[src/rtl/cpu_dbg_pkg.sv]
// Shared encodings for the debug dump sequencer and the UART command decoder.
// The S_CSUM state exists only when DBG_CHECKSUM_EN is defined.
package cpu_dbg_pkg;

  typedef enum logic [1:0] {
    CMD_RUN  = 2'b00,
    CMD_STEP = 2'b01,
    CMD_DUMP = 2'b10,
    CMD_RSVD = 2'b11
  } cmd_e;

  typedef enum logic [2:0] {
    S_IDLE,
    S_RUN,
    S_STEP,
    S_ADDR,
    S_LATCH,
    S_SEND,
`ifdef DBG_CHECKSUM_EN
    S_CSUM,
`endif
    S_DONE
  } state_e;

  typedef enum logic [1:0] {
    PH_PC,
    PH_REG,
    PH_MEM
  } phase_e;

  // Number of UART bytes needed to carry one debug word.
  function automatic int dbg_bytes(input int data_sz, input int uart_sz);
    return (data_sz + uart_sz - 1) / uart_sz;
  endfunction

endpackage

[src/rtl/dbg_word_serializer.sv]
// Loads one debug word and hands it out LSB-first as UART bytes, zero-padding the top byte.
module dbg_word_serializer
  import cpu_dbg_pkg::*;
#(
  parameter int DATA_SZ = 32,
  parameter int UART_SZ = 8
) (
  input  logic               i_clk,
  input  logic               i_reset,
  input  logic               load,
  input  logic [DATA_SZ-1:0] i_word,
  input  logic               advance,
  output logic [UART_SZ-1:0] o_byte,
  output logic               o_last
);

  localparam int BYTES = dbg_bytes(DATA_SZ, UART_SZ);
  localparam int SR_W  = BYTES * UART_SZ;
  localparam int CNT_W = (BYTES > 1) ? $clog2(BYTES) : 1;
  localparam logic [CNT_W-1:0] CNT_LAST = CNT_W'(BYTES - 1);

  logic [SR_W-1:0]  shift_q;
  logic [CNT_W-1:0] cnt_q;

  always_ff @(posedge i_clk) begin
    if (i_reset) begin
      shift_q <= '0;
      cnt_q   <= '0;
    end else if (load) begin
      shift_q <= SR_W'(i_word);
      cnt_q   <= '0;
    end else if (advance) begin
      shift_q <= shift_q >> UART_SZ;
      cnt_q   <= cnt_q + CNT_W'(1);
    end
  end

  assign o_byte = shift_q[UART_SZ-1:0];
  assign o_last = (cnt_q == CNT_LAST);

endmodule

[src/rtl/debug_dump_ctrl.sv]
// Run/step/dump sequencer between the UART command path and the pipeline debug port.
// Define DBG_CHECKSUM_EN to append an XOR checksum byte after the dump.
module debug_dump_ctrl
  import cpu_dbg_pkg::*;
#(
  parameter int DATA_SZ = 32,
  parameter int UART_SZ = 8,
  parameter int W       = 5,
  parameter int NREG    = 32,
  parameter int NMEM    = 32
) (
  input  logic               i_clk,
  input  logic               i_reset,
  input  logic               i_cmd_valid,
  input  logic [1:0]         i_cmd,
  output logic               o_cmd_ready,
  input  logic               i_halt,
  output logic               o_enable,
  output logic [W-1:0]       o_debug_addr,
  input  logic [DATA_SZ-1:0] i_pc,
  input  logic [DATA_SZ-1:0] i_reg_data,
  input  logic [DATA_SZ-1:0] i_mem_data,
  output logic [UART_SZ-1:0] o_tx_data,
  output logic               o_tx_wr,
  input  logic               i_tx_full,
  output logic               o_busy,
  output logic               o_done
);

  // One extra index bit lets NREG or NMEM equal 2^W without wrapping.
  localparam logic [W:0] REG_LAST = (W+1)'(NREG - 1);
  localparam logic [W:0] MEM_LAST = (W+1)'(NMEM - 1);

  state_e             state, state_next;
  phase_e             phase, phase_next;
  logic [W:0]         idx, idx_next;
  logic               ser_load;
  logic               ser_last;
  logic [UART_SZ-1:0] ser_byte;
  logic [DATA_SZ-1:0] word_sel;
  logic               tx_wr;

  always_ff @(posedge i_clk) begin
    if (i_reset) begin
      state <= S_IDLE;
      phase <= PH_PC;
      idx   <= '0;
    end else begin
      state <= state_next;
      phase <= phase_next;
      idx   <= idx_next;
    end
  end

  always_comb begin
    state_next = state;
    phase_next = phase;
    idx_next   = idx;
    o_enable   = 1'b0;
    tx_wr      = 1'b0;
    ser_load   = 1'b0;
    o_done     = 1'b0;
    case (state)
      S_IDLE: begin
        phase_next = PH_PC;
        idx_next   = '0;
        if (i_cmd_valid) begin
          case (cmd_e'(i_cmd))
            CMD_RUN:  state_next = S_RUN;
            CMD_STEP: state_next = S_STEP;
            CMD_DUMP: state_next = S_ADDR;
            default:  state_next = S_IDLE;
          endcase
        end
      end
      S_RUN: begin
        o_enable = !i_halt;
        if (i_halt) state_next = S_ADDR;
      end
      S_STEP: begin
        o_enable   = !i_halt;
        state_next = S_ADDR;
      end
      S_ADDR:  state_next = S_LATCH;
      S_LATCH: begin
        ser_load   = 1'b1;
        state_next = S_SEND;
      end
      S_SEND: begin
        tx_wr = !i_tx_full;
        if (tx_wr && ser_last) begin
          state_next = S_ADDR;
          case (phase)
            PH_PC: begin
              phase_next = PH_REG;
              idx_next   = '0;
            end
            PH_REG: begin
              if (idx == REG_LAST) begin
                phase_next = PH_MEM;
                idx_next   = '0;
              end else begin
                idx_next = idx + (W+1)'(1);
              end
            end
            default: begin
              if (idx == MEM_LAST) begin
`ifdef DBG_CHECKSUM_EN
                state_next = S_CSUM;
`else
                state_next = S_DONE;
`endif
              end else begin
                idx_next = idx + (W+1)'(1);
              end
            end
          endcase
        end
      end
`ifdef DBG_CHECKSUM_EN
      S_CSUM: begin
        tx_wr = !i_tx_full;
        if (tx_wr) state_next = S_DONE;
      end
`endif
      S_DONE: begin
        o_done     = 1'b1;
        state_next = S_IDLE;
      end
      default: state_next = S_IDLE;
    endcase
  end

  always_comb begin
    case (phase)
      PH_PC:   word_sel = i_pc;
      PH_REG:  word_sel = i_reg_data;
      default: word_sel = i_mem_data;
    endcase
  end

  dbg_word_serializer #(
    .DATA_SZ(DATA_SZ),
    .UART_SZ(UART_SZ)
  ) u_ser (
    .i_clk   (i_clk),
    .i_reset (i_reset),
    .load    (ser_load),
    .i_word  (word_sel),
    .advance (tx_wr && (state == S_SEND)),
    .o_byte  (ser_byte),
    .o_last  (ser_last)
  );

`ifdef DBG_CHECKSUM_EN
  logic [UART_SZ-1:0] csum;

  // Running XOR of every byte actually accepted by the TX FIFO in this dump.
  always_ff @(posedge i_clk) begin
    if (i_reset || state == S_IDLE) begin
      csum <= '0;
    end else if (tx_wr && state == S_SEND) begin
      csum <= csum ^ ser_byte;
    end
  end

  assign o_tx_data = (state == S_CSUM) ? csum : ser_byte;
`else
  assign o_tx_data = ser_byte;
`endif

  assign o_tx_wr      = tx_wr;
  assign o_debug_addr = (phase == PH_PC) ? '0 : idx[W-1:0];
  assign o_cmd_ready  = (state == S_IDLE);
  assign o_busy       = (state != S_IDLE);

endmodule

[config.mk]
export PLATFORM = sky130hd
export DESIGN_NAME = debug_dump_ctrl
export DESIGN_NICKNAME = d
export VERILOG_FILES = /design/src/rtl/cpu_dbg_pkg.sv /design/src/rtl/dbg_word_serializer.sv /design/src/rtl/debug_dump_ctrl.sv
export SDC_FILE = /design/constraint.sdc
export NUM_CORES = 1
export LEC_CHECK = 0
export ABC_AREA = 1
export BUFFER_PORTS_ARGS = -buffer_cell sky130_fd_sc_hd__buf_4
export CELL_PAD_IN_SITES_DETAIL_PLACEMENT = 1
export CELL_PAD_IN_SITES_GLOBAL_PLACEMENT = 1
export CORE_MARGIN = 3
export CORE_UTILIZATION = 23
export CTS_BUF_LIST = sky130_fd_sc_hd__clkbuf_4 sky130_fd_sc_hd__clkbuf_8 sky130_fd_sc_hd__clkbuf_16
export DETAILED_ROUTE_END_ITERATION = 10
export GPL_TIMING_DRIVEN = 0
export PLACE_DENSITY = 0.66
export SLEW_MARGIN = 20
export SYNTH_ARGS = -nofsm -noshare
export SYNTH_HDL_FRONTEND = slang
export SYNTH_HIERARCHICAL = 1
export SYNTH_SLANG_ARGS = --single-unit
[constraint.sdc]
create_clock -name i_clk -period 2.1 [get_ports i_clk]
set_input_delay 0.105 -clock i_clk [delete_from_list [all_inputs] [get_ports i_clk]]
set_output_delay 0.105 -clock i_clk [all_outputs]
set_load 0.05 [all_outputs]
==> summary.md <==
| Metric | Value |
|---|---|
| Final Skew | `~3.8 ps` |
| Most common cell after layout, fill and taps aside | `nand2_1` |
| Worst slew pin tran | `just under 600 ps` |
| Num CTS Buffers | `5` |
| First-pass GRT wire length | `18300 um` |
| Mapped Avg Cell Area | `5.84 um^2` |
| Routed vias/inst | `4.38` |
| Highest Signal Layer | `met4` |
| Antenna cells | `0` |
| Area leader, netlist | `dfxtp_1` |
| Max cap viols | `0` |
| Core area | `approximately 13000 um^2` |
| Final Slew Violations | `0` |
| Worst path slowest cell | `nor2_1` |
| Clk network pwr share | `between 20% and 30%` |
| Top Ports | `approximately 120` |
| Antenna Nets Post-Route | `0` |
| Drt total wl | `around 11000 um` |
| Critical Path End Type | `flip-flop` |
| Critical Path Source | `phase[1]` |
| Gate power share | `roughly 54%` |
| Crit path cell chain | `buf_2 -> nor2_1 -> buf_2 -> nand2_1 -> nand3_1 -> inv_1 -> nand2_1 -> nand2_1 -> a21oi_1` |
| Syn nets | `around 630` |
| Setup TNS | `0 ps` |
| Final nets | `~750` |
| FILL cells | `1667` |
| Cell Area, Synth | `3030 um^2` |
| Clock buffer depth | `2` |
| Setup CP Type | `flip-flop to flip-flop` |
| # setup viols final | `0` |
| Startpoint types | `flip-flop` |
| Maximum fanout along the worst path | `10` |
| Fin crit share | `between 90 and 100%` |
| Drt drc | `0` |
| Int Power | `between 2 and 2.5 mW` |
| Htree depth | `2` |
| IO Port Bufs | `120` |
| Commonest cells after routing, fill and taps aside | `nand2_1 (238), buf_4 (130), nand3_1 (69)` |
| Min-Delay Path Class | `primary input to flip-flop` |
| DIE WIDTH | `~120 um` |
| Synth top area share | `29.7%` |
| Synthesized flop and latch total | `45` |
| Hold Buf Count CTS | `0` |
| Relative slew slack | `around three fifths` |
| Largest delay contributor family on the critical path | `simple AND/OR/NAND/NOR gates` |
| Metal3 WL | `between 200 and 300 um` |
| Vias in the first global route | `3812` |
| Highest clock rate | `roughly 510 MHz` |
| Outcome | `complete, no violations` |
| GRT overflow | `0` |
| WP data arrival | `between 2000 and 2500 ps` |
| Net Sw Frac | `between 40% and 50%` |
| Root Buffer | `clkbuf_16` |
| Die ar. | `14600 um^2` |
| Lkg Pwr | `roughly 2.2 nW` |
| Worst path bufs/invs | `3` |
| Reg-to-Reg Start | `phase[1]` |
| PwrDens | `about 890 nW/um^2` |
| TritonCTS clock tree | `done` |
| Post-layout util | `33.6%` |
| Routability Congestion | `0.776` |
| Seq/Total Area, Yosys | `between 20% and 30%` |
| Initial DRT Pass Iterations | `4` |
| Setup Fix Bufs, Post-CTS | `0` |
| Via count | `roughly 3600` |
| Max VDD drop | `~0.38 mV` |
| Reg power frac | `roughly 25%` |
| Worst EP required | `approximately 2300 ps` |
| Later-pin clock latency in the skew report | `between 200 and 300 ps` |
| Largest cells by area after synthesis | `dfxtp_1 (30%), nand2_1 (29%), nand3_1 (11%), inv_1 (5.6%), a21oi_1 (4.8%)` |
| Clock Pin Slew Worst Setup and Hold Paths | `about 60 ps` |
| Most frequent cell on the critical path | `nand2_1` |
| Dpl hpwl | `9140 um` |
| Clk sinks | `45` |
| WL met2 | `between 5000 and 6000 um` |
| Die boundary height | `roughly 120 um` |
| HP Start | `i_reset` |
| Avg WL per Cell | `around 14 um` |
| Antenna violations before repair | `0` |
| Std-Cell Rows | `between 40 and 50` |
| GRT Total Usage | `around 15%` |
| Starting density of the core | `23.7%` |
| Metal-1 WL | `~4800 um` |
| Mapped Cells | `between 500 and 600` |
| Net switching power | `1.75 mW` |
| Area growth from synthesis to layout | `41.5%` |
| RSZ-0062 raised after global routing | `no` |
| # resized after CTS | `0` |
| Yosys cell types | `24` |
| Final hold vios | `0` |
| Initial DRC count | `94` |
| Crit path time final | `between 1500 and 2000 ps` |
| Layout cell share with drive strength beyond 1 | `between 20% and 30%` |
| Yosys warns | `6` |
| Max stage delay on crit path | `about 500 ps` |
| Largest net degree at the start of global routing | `14` |
worst paths after layout:
path | end | slack [ps] | cells past startpoint
worst max-delay path | u_ser/shift_q[13] | 150 | 9
worst min-delay path | idx[5] | 80 | 2
worst max register to register | u_ser/shift_q[13] | 150 | 9
worst min register to register | u_ser/shift_q[25] | 460 | 2
synth_stat cells (all sizes together):
cell    count
o21ai       6
nor3        1
ha          4
dfxtp      45
inv        48
nand3      70
nand2     241
a21oi      32
clkbuf      7
buf        28
nor2       34
nor4        1
xnor2       2
flip-flops by register name, summed over array words and instances, names as in the netlist:
name	flops
phase	2
u_ser/shift_q	32
u_ser/cnt_q	2
state	3
idx	6
per-stage QoR:
stage               hold WS (ps)  setup slack (ps)  instances  cell area [um^2]  power (mW)
floorplan                    174               109        519              3030        2.35
global placement             380               144        811              4150        3.05
detailed placement           381               124        811              4150        3.10
CTS                         81.8              78.1        819              4290        3.90
global route                84.5              8.35        819              4290        4.14
finish                      83.8               149        819              4290        3.80
layer usage:
layer / up-vias / track usage (%)
li1: 1854 / -
met1: 1685 / 19.0
met2: 43 / 28.2
met3: 2 / 2.29
met4: 0 / 2.76
met5: - / 0
worst register-to-register path, cell delays in order (launching register included):
cell and delay, ps:
dfxtp_1 310, buf_2 200, nor2_1 500, buf_2 360, nand2_1 80, nand3_1 110, inv_1 50, nand2_1 60
nand2_1 60, a21oi_1 150
layout make-up:
class	count	area, um^2	area share [%]
Clock inverter	2	10.0	0.233
Multi-Input combinational cell	391	1710	39.9
Timing Repair Buffer	120	901	21.0
Inverter	48	180	4.20
Clock buffer	6	133	3.09
Buffer	35	240	5.60
Sequential cell	45	901	21.0
Tap cell	172	215	5.01
power by group through the flow:
stage          registers [mW]  clock network (mW)  logic, mW
6_report                0.965               0.782       2.06
3_3_place_gp            0.981                   0       2.06
3_5_place_dp            0.985                   0       2.12
2_1_floorplan           0.974                   0       1.38
5_1_grt                 0.977               0.844       2.32
4_1_cts                 0.966               0.809       2.12
kinds of logic after synthesis:
group | share of synthesized area [%]
AOI/OAI and AO/OA | 6.64
xor gates and xnor gates | 0.578
adders and majority gates | 1.65
buffers and inverters | 13.9
DFF | 29.7
and+or+nand+nor | 47.6
Power figures use the tool's default switching activity.
